## config.mk

```make
export PLATFORM = sky130hd
export DESIGN_NAME = adc_dac_sequencer
export DESIGN_NICKNAME = d
export VERILOG_FILES = /design/src/rtl/adc_dac_pkg.sv /design/src/rtl/sample_tick_gen.sv /design/src/rtl/adc_dac_sequencer.sv
export SDC_FILE = /design/constraint.sdc
export NUM_CORES = 1
export LEC_CHECK = 0
export ABC_AREA = 1
export CELL_PAD_IN_SITES_DETAIL_PLACEMENT = 1
export CELL_PAD_IN_SITES_GLOBAL_PLACEMENT = 2
export CORE_ASPECT_RATIO = 1.5
export CORE_MARGIN = 4
export CORE_UTILIZATION = 31
export CTS_CLUSTER_SIZE = 24
export DETAILED_ROUTE_END_ITERATION = 7
export GPL_TIMING_DRIVEN = 0
export PLACE_DENSITY_LB_ADDON = 0.1
export RECOVER_POWER = 50
export SLEW_MARGIN = 25
export SYNTH_ARGS = -nofsm -noshare
export SYNTH_HDL_FRONTEND = slang
export SYNTH_SLANG_ARGS = --single-unit
```

## constraint.sdc

```tcl
create_clock -name clk -period 3.45 [get_ports clk]
set_input_delay 0.5175 -clock clk [delete_from_list [all_inputs] [get_ports clk]]
set_output_delay 0.5175 -clock clk [all_outputs]
set_load 0.01 [all_outputs]
```

## src/rtl/adc_dac_pkg.sv

```systemverilog
// Shared types and constants for the XADC -> AD5626 sample sequencer.
package adc_dac_pkg;

    localparam int DEF_DATA_W = 12;
    localparam int MIN_DIV    = 2;

    typedef enum logic [2:0] {
        ST_IDLE,
        ST_START,
        ST_CONVERT,
        ST_WAIT_DAC,
        ST_WRITE
    } seq_state_t;

endpackage

```

## src/rtl/sample_tick_gen.sv

```systemverilog
// Programmable period counter: one-cycle tick every eff_div cycles while enabled.
module sample_tick_gen
    import adc_dac_pkg::*;
#(
    parameter int DIV_W = 16
) (
    input  logic             clk,
    input  logic             rst_n,
    input  logic             enable_i,
    input  logic [DIV_W-1:0] div_i,
    output logic             tick_o
);

    logic [DIV_W-1:0] cnt_q, cnt_d;
    logic [DIV_W-1:0] per_q, per_d;
    logic [DIV_W-1:0] div_eff;
    logic [DIV_W-1:0] limit;

    // The period is sampled at count 0, so a new div only applies from the next wrap.
    always_comb begin
        div_eff = (div_i < DIV_W'(MIN_DIV)) ? DIV_W'(MIN_DIV) : div_i;
        limit   = (cnt_q == '0) ? div_eff : per_q;
        cnt_d   = cnt_q;
        per_d   = per_q;
        tick_o  = 1'b0;
        if (!enable_i) begin
            cnt_d = '0;
        end else begin
            if (cnt_q == '0) begin
                per_d = div_eff;
            end
            if (cnt_q == limit - DIV_W'(1)) begin
                tick_o = 1'b1;
                cnt_d  = '0;
            end else begin
                cnt_d = cnt_q + DIV_W'(1);
            end
        end
    end

    always_ff @(posedge clk or negedge rst_n) begin
        if (!rst_n) begin
            cnt_q <= '0;
            per_q <= DIV_W'(MIN_DIV);
        end else begin
            cnt_q <= cnt_d;
            per_q <= per_d;
        end
    end

endmodule

```

## src/rtl/adc_dac_sequencer.sv

```systemverilog
// Sample-rate scheduler: strobes the XADC each period, then forwards the result to
// the AD5626 encoder once it is idle. Tracks overrun, timeout and written samples.
module adc_dac_sequencer
    import adc_dac_pkg::*;
#(
    parameter int DATA_W  = DEF_DATA_W,
    parameter int DIV_W   = 16,
    parameter int TIMEOUT = 1000
) (
    input  logic              clk,
    input  logic              rst_n,
    input  logic              enable,
    input  logic [DIV_W-1:0]  div,
    input  logic              clr_status,
    output logic              convst,
    input  logic              adc_valid,
    input  logic [DATA_W-1:0] adc_data,
    input  logic              dac_busy,
    output logic              dac_set,
    output logic [DATA_W-1:0] dac_data,
    output logic [15:0]       sample_count,
    output logic              overrun,
    output logic              timeout,
    output seq_state_t        state_dbg
);

    localparam int TO_W = (TIMEOUT > 2) ? $clog2(TIMEOUT) : 1;

    seq_state_t        state_q, state_d;
    logic [TO_W-1:0]   to_q, to_d;
    logic [DATA_W-1:0] data_q, data_d;
    logic [15:0]       cnt_q, cnt_d;
    logic              ovr_q, ovr_d;
    logic              tmo_q, tmo_d;
    logic              tick;
    logic              inc;
    logic              tmo_set;
    logic              ovr_set;

    sample_tick_gen #(.DIV_W(DIV_W)) u_tick (
        .clk      (clk),
        .rst_n    (rst_n),
        .enable_i (enable),
        .div_i    (div),
        .tick_o   (tick)
    );

    // adc_valid is a one-cycle qualifier for adc_data, honoured only in CONVERT;
    // dac_busy is a level that blocks the write strobe, there is no ack back.
    always_comb begin
        state_d = state_q;
        to_d    = '0;
        data_d  = data_q;
        inc     = 1'b0;
        tmo_set = 1'b0;
        ovr_set = tick && (state_q != ST_IDLE);
        case (state_q)
            ST_IDLE:     if (tick) state_d = ST_START;
            ST_START:    state_d = ST_CONVERT;
            ST_CONVERT: begin
                if (adc_valid) begin
                    data_d  = adc_data;
                    state_d = ST_WAIT_DAC;
                end else if (to_q == TO_W'(TIMEOUT - 1)) begin
                    tmo_set = 1'b1;
                    state_d = ST_IDLE;
                end else begin
                    to_d = to_q + TO_W'(1);
                end
            end
            ST_WAIT_DAC: if (!dac_busy) state_d = ST_WRITE;
            ST_WRITE: begin
                inc     = 1'b1;
                state_d = ST_IDLE;
            end
            default:     state_d = ST_IDLE;
        endcase

        // A set or increment coinciding with a clear takes precedence over it.
        if (clr_status) begin
            cnt_d = inc ? 16'd1 : 16'd0;
        end else begin
            cnt_d = inc ? cnt_q + 16'd1 : cnt_q;
        end
        ovr_d = ovr_set | (ovr_q & ~clr_status);
        tmo_d = tmo_set | (tmo_q & ~clr_status);
    end

    always_ff @(posedge clk or negedge rst_n) begin
        if (!rst_n) begin
            state_q <= ST_IDLE;
            to_q    <= '0;
            data_q  <= '0;
            cnt_q   <= '0;
            ovr_q   <= 1'b0;
            tmo_q   <= 1'b0;
        end else begin
            state_q <= state_d;
            to_q    <= to_d;
            data_q  <= data_d;
            cnt_q   <= cnt_d;
            ovr_q   <= ovr_d;
            tmo_q   <= tmo_d;
        end
    end

    assign convst       = (state_q == ST_START);
    assign dac_set      = (state_q == ST_WRITE);
    assign dac_data     = data_q;
    assign sample_count = cnt_q;
    assign overrun      = ovr_q;
    assign timeout      = tmo_q;
    assign state_dbg    = state_q;

endmodule

```

* Word level (Yosys, flattened, before mapping)
Index checks and enable logic that the tools add are counted.
** Word-level totals
- Register bits after elaboration :: 75
- Input bits :: 34
- Output and inout bits :: 35
- Word-level logic and storage cells :: 55
** Cells by class
- Add/subtract/negate cells :: 4
- Order comparisons :: 1
- Eq/ne operators :: 9
- Muxes and demuxes :: 21
- Bitwise operators :: 5
- Reductions and logical operators :: 7
** Operators by type and width (number)
- two-way mux 16 bit :: 6
- adder 16 x 1 -> 16 bit (second input constant) :: 2
- two-way mux 10 bit :: 3
- equality test 16 bit :: 1
- logical NOT 16 bit :: 1
- less-than comparator 16 x 2 -> 1 bit (second input constant) :: 1
- subtractor 16 x 1 -> 16 bit (second input constant) :: 1
- two-way mux 3 bit :: 4
- case mux 3 bit (4 select lines) :: 1
- adder 10 x 1 -> 10 bit (second input constant) :: 1
- equality test 10 bit (second input constant) :: 1
- two-way mux 1 bit :: 7
- equality test 3 x 2 -> 1 bit (second input constant) :: 2
- != test 2 bit (second input constant) :: 2
- equality test 3 x 1 -> 1 bit (second input constant) :: 1
- equality test 3 bit (second input constant) :: 1
- logical NOT 3 bit :: 1
- != test 3 bit (second input constant) :: 1
- AND reduction 3 bit :: 1
- nonzero test 3 bit :: 1
- AND 1 bit :: 2
- bitwise OR 1 bit :: 2
- AND reduction 2 bit :: 1
- nonzero test 2 bit :: 1
- 2 further kinds :: 2

* Logic depth before layout (Yosys ltp)
- Depth in word-level cells :: 9
- Gate-level depth with buffers :: 26
- Depth with buffers taken out :: 25

* Hierarchy
Synthesis repeated with hierarchy kept, for this count alone.
** Unflattened totals
- Cell total of the unflattened synthesis :: 767
- Area, all modules :: 5252.5 µm²
** Modules (own cells, without submodules)
- sample_tick_gen :: instances 1, cells an instance 498, area an instance 3109.2 µm², sequential area each 802.0 µm²
- adc_dac_sequencer :: instances 1, cells an instance 269, area an instance 2143.3 µm², sequential area each 1076.0 µm²

* Worst setup path after synthesis
Ideal clock, no wire load.
- Path type :: register to register
- Start point :: reg u_tick.cnt_q[0]
- End point :: reg u_tick.cnt_q[2]
- Library setup time :: 0.121 ns
- Data arrival time :: 2.794 ns
- Data required time :: 3.329 ns
- Path slack :: 0.535 ns
- Stages on the path, launching flop included :: 23
- Clock period less this slack :: 2.915 ns
- Path through :: dfrtp_1 inv_1 ha_1 nand2_1 nor2_4 nand2_4 buf_6 nand2_1 nand2_1 inv_1 ha_1 nand3_1 nor2_1 nand2_2 nor2_4 nand3_1 nand2_1 nand2_1 nor2_2 nand2_2 o21ai_4 buf_6 nor2_2
** Between the ends
- Longest elaborated chain between the ends :: 6
- Elaborated cells between the ends (all ways) :: 7
- Classes of those cells :: add/sub (2); eq/ne (1); mux (3); reduce/logical (1)
** RTL lines
- start: declaration :: RTL line sample_tick_gen.sv:14 : logic [DIV_W-1:0] cnt_q, cnt_d;
- start signal: assignment :: RTL line sample_tick_gen.sv:46 : cnt_q <= cnt_d;
- logical NOT 16 bit :: RTL line sample_tick_gen.sv:22 : limit = (cnt_q == '0) ? div_eff : per_q;
- two-way mux 16 bit
- subtractor 16 x 1 -> 16 bit :: RTL line sample_tick_gen.sv:32 : if (cnt_q == limit - DIV_W'(1)) begin
- equality test 16 bit :: RTL line sample_tick_gen.sv:32
- two-way mux 16 bit (*) :: RTL line sample_tick_gen.sv:32
- two-way mux 16 bit (*) :: RTL line sample_tick_gen.sv:26 : if (!enable_i) begin
- named net u_tick.cnt_d[2] :: RTL line sample_tick_gen.sv:14
Mark *: on every way through the listed nets, which the timed path passes. The rest lies on a longest branch.
A chain may end at the register's enable or synchronous reset.

* Worst setup path after layout
- Start point :: reg u_tick.cnt_q[9]
- End point :: reg state_q[2], in the netlist state_dbg[2]
** Between the ends
- Longest elaborated chain between the ends :: 8
** RTL lines
- logical NOT 16 bit :: RTL line sample_tick_gen.sv:22
- two-way mux 16 bit
- subtractor 16 x 1 -> 16 bit :: RTL line sample_tick_gen.sv:32
- equality test 16 bit (*) :: RTL line sample_tick_gen.sv:32
- two-way mux 1 bit (*) :: RTL line sample_tick_gen.sv:32
- two-way mux 1 bit (*) :: RTL line sample_tick_gen.sv:26
- != test 2 bit (no source line) (*)
- AND reduction 3 bit (no source line) (*)
- end signal: assignment :: RTL line adc_dac_sequencer.sv:98 : state_q <= state_d;
- end: declaration :: RTL line adc_dac_sequencer.sv:29 : seq_state_t state_q, state_d;
Every way passes the cells marked *; elsewhere a longest branch is shown, timed or not.

==> results_dict.tcl <==
set metrics [dict create \
    setup-violations-final 0 \
    period_minus_slack_ns 3.17 \
    postRouteAntennaNets 0 \
    core_sq_um 14100 \
    vdd.ir_drop.worst_uv 225 \
    cpMostUsedCell "nand2_1" \
    outcome "complete, but fails checks" \
    max_slew_margin_pct -16.4 \
    die_x_microns 106 \
    rows 53 \
    dp_hpwl_mm 10.9 \
    viasPerCell 4.68 \
    path_buf_inv 7 \
    ys_async_sr_fraction_pct 100 \
    netlist_area_sq_um 4470 \
    critPathCaptureType "flop" \
    finalHoldViolCount 0 \
    areaGrowthSynthToFinish_pct 34.8 \
    cap_violations 1 \
    antenna_cells 0 \
    dr.pass1.iters 4 \
    synth_area_per_cell_sq_um 7.51 \
    period_share_pct 92.0 \
    timing.setup.tns_ns 0 \
    worst_pin_slew_ns 1.75 \
    io_pins 69 \
    gr-usage-all-layers_pct 17.5 \
    grtUsageMet3_pct 3.03 \
    cts_hold_buf 0 \
    cts_tree "yes" \
    gp_congestion 0.803 \
    dieArea_sq_um 16500 \
    synth_ff_type "dfrtp_1" \
    grt_remaining_overflow 0 \
    final_common_cell "nand2_1" \
    slowest_stage "dfrtp_2" \
    grt_pass1_vias 4436 \
    power_density_nw_per_um2 522 \
    fillCellCount 1758 \
    crit_path_start_kind "flop" \
    clkLatencyLatePin_ns 0.34 \
    clk_pin_slew_worst_paths_ns 0.07 \
    final_cell_mix "nand2_1, dfrtp_1, inv_1, clkdlybuf4s50_1, nor2_1" \
    drc_errors 0 \
    critPathMaxStageDelay_ns 0.45 \
    arrival_ns 3.44 \
    path_max_fanout 5 \
    fin_nets 739 \
    vias 4195 \
    maxSlewViolCount 32 \
    numCtsBuffers 9 \
    post-route-util_pct 42.9 \
    hold_path_class "reg2reg" \
    worstPathRequired_ns 3.71 \
    synth_top_area_cell "dfrtp_1" \
    worstSetupPathType "reg2reg" \
    synth-edff-count 0 \
    grt.busiest_layer "met2" \
    grt_first_pass_wirelength_mm 22.7 \
    grt_use_met1_pct 20.9 \
    synthDistinctLibCells 37 \
    drt-total-wl_mm 13.8 \
    synth_top_area_share_pct 41.4 \
    portBuffers 67 \
    drt_iter0_markers 121 \
    ys_top_cells_by_area "dfrtp_1, nand2_1, inv_1" \
    fmax_ghz 0.315 \
    wl_per_cell_microns 15.4 \
    synth-seq-cells 75 \
    grt_max_degree 46 \
    leakagePower_uw 0.00274 \
    drive_above_1_share_pct 18.2 \
    ys.warnings.count 0 \
    ys_seq_area_share_pct 42.0 \
    critPathTopFamily "simple AND/OR/NAND/NOR gates" \
    skew_ns 0.00815 \
    die_h_microns 155 \
    cts.sinks 75 \
    grt_antenna_before_repair 0 \
    cts_buffer_depth 2 \
    ctsHtreeMaxLevel 3 \
    synth_fp_nets 635 \
    synth_cells 596 \
    use_met2_pct 32.0 \
    initial_core_util_pct 31.8 \
    ctsRootBufferMaster "clkbuf_16" \
    violations "max-capacitance violations, max-slew violations" \
]
worst paths after layout:
path | startpoint | to | slack (ns) | cells past startpoint
max in group asynchronous | rst_n | u_tick.cnt_q[9]$_DFF_PN0_ | 0.78 | 2
hold reg to reg | to_q[0]$_DFF_PN0_ | to_q[0]$_DFF_PN0_ | 0.46 | 1
setup reg to reg | u_tick.cnt_q[9]$_DFF_PN0_ | state_dbg[2]$_DFFE_PN0P_ | 0.28 | 27
min in group asynchronous | rst_n | dac_data[3]$_DFFE_PN0P_ | 0.63 | 1
setup / recovery | u_tick.cnt_q[9]$_DFF_PN0_ | state_dbg[2]$_DFFE_PN0P_ | 0.28 | 27
hold / removal | to_q[0]$_DFF_PN0_ | to_q[0]$_DFF_PN0_ | 0.46 | 1
through the flow:
step / setup WS [ns] / total power [uW] / instance area (sq um) / hold WS (ns) / std cells
global placement: -1.06 / 2100 / 5390 / 0.451 / 855
CTS: -0.00209 / 3160 / 5810 / 0.131 / 877
global route: -0.0339 / 3370 / 6030 / 0.488 / 897
detailed placement: -0.478 / 2130 / 5410 / 0.456 / 856
floorplan: 0.535 / 1700 / 4470 / 0.222 / 596
finish: 0.275 / 3150 / 6030 / 0.461 / 897
routing by layer:
| layer | share of wire (%) | vias to the layer above |
|---|---|---|
| met3 | 2.0 | 16 |
| met5 | 0 | - |
| met2 | 54 | 44 |
| met1 | 42 | 2022 |
| li1 | - | 2113 |
| met4 | 1.7 | 0 |
cells by family after synthesis:
kind of cell / Yosys count / share of synthesized area [%]
AND/OR/NAND/NOR: 343 / 35.0
buffers and inverters: 83 / 7.47
multiplexers: 12 / 3.02
flip-flops: 75 / 42.0
AO/OA/AOI/OAI: 58 / 7.19
adder cells (fa/ha/maj): 5 / 1.40
XOR/XNOR: 20 / 3.92
registers in the layout, indices dropped and copies added (netlist names):
signal        count
timeout           1
state_dbg         3
to_q             10
dac_data         12
u_tick.cnt_q     16
sample_count     16
u_tick.per_q     16
overrun           1
report_power, final:
part	switching (uW)	internal [uW]
Clock	396	583
Combinational	578	494
Sequential	81.2	1020
cell type report:
class                           count  area (sq um)  share of cell area (%)
Buffer                              9          68.8                    1.14
Timing Repair Buffer               93           886                    14.7
Multi-Input combinational cell    438          2370                    39.3
Inverter                           74           280                    4.65
Clock buffer                       11           243                    4.02
Clock inverter                      5          61.3                    1.02
Tap cell                          192           240                    3.98
Sequential cell                    75          1880                    31.2
synthesized netlist by cell type (2+ instances only):
cell type  count
o21a_1         2
nand2_1      154
dfrtp_1       74
nor3b_1        2
inv_1         72
nor2_2        26
xor2_1        17
nand3_1       46
nand3b_1       4
a21oi_1       23
o21ai_0       21
buf_6          2
nand4_1        5
a31oi_1        8
nand2_2       11
nor3_1        15
clkbuf_1       3
nor2_1        66
buf_4          2
xnor2_1        3
buf_1          2
nor4_1         4
mux2_2        12
ha_1           5
nor2_4         4
nand2_4        2
timing repair:
action,CTS,global route
setup buffers,4,20
pin swaps,3,24
gates cloned,1,0
resized for setup,14,27
endpoints found under the hold margin,0,0
setup endpoints to repair,18,19
No activity file was read; power rests on OpenSTA's default activity.
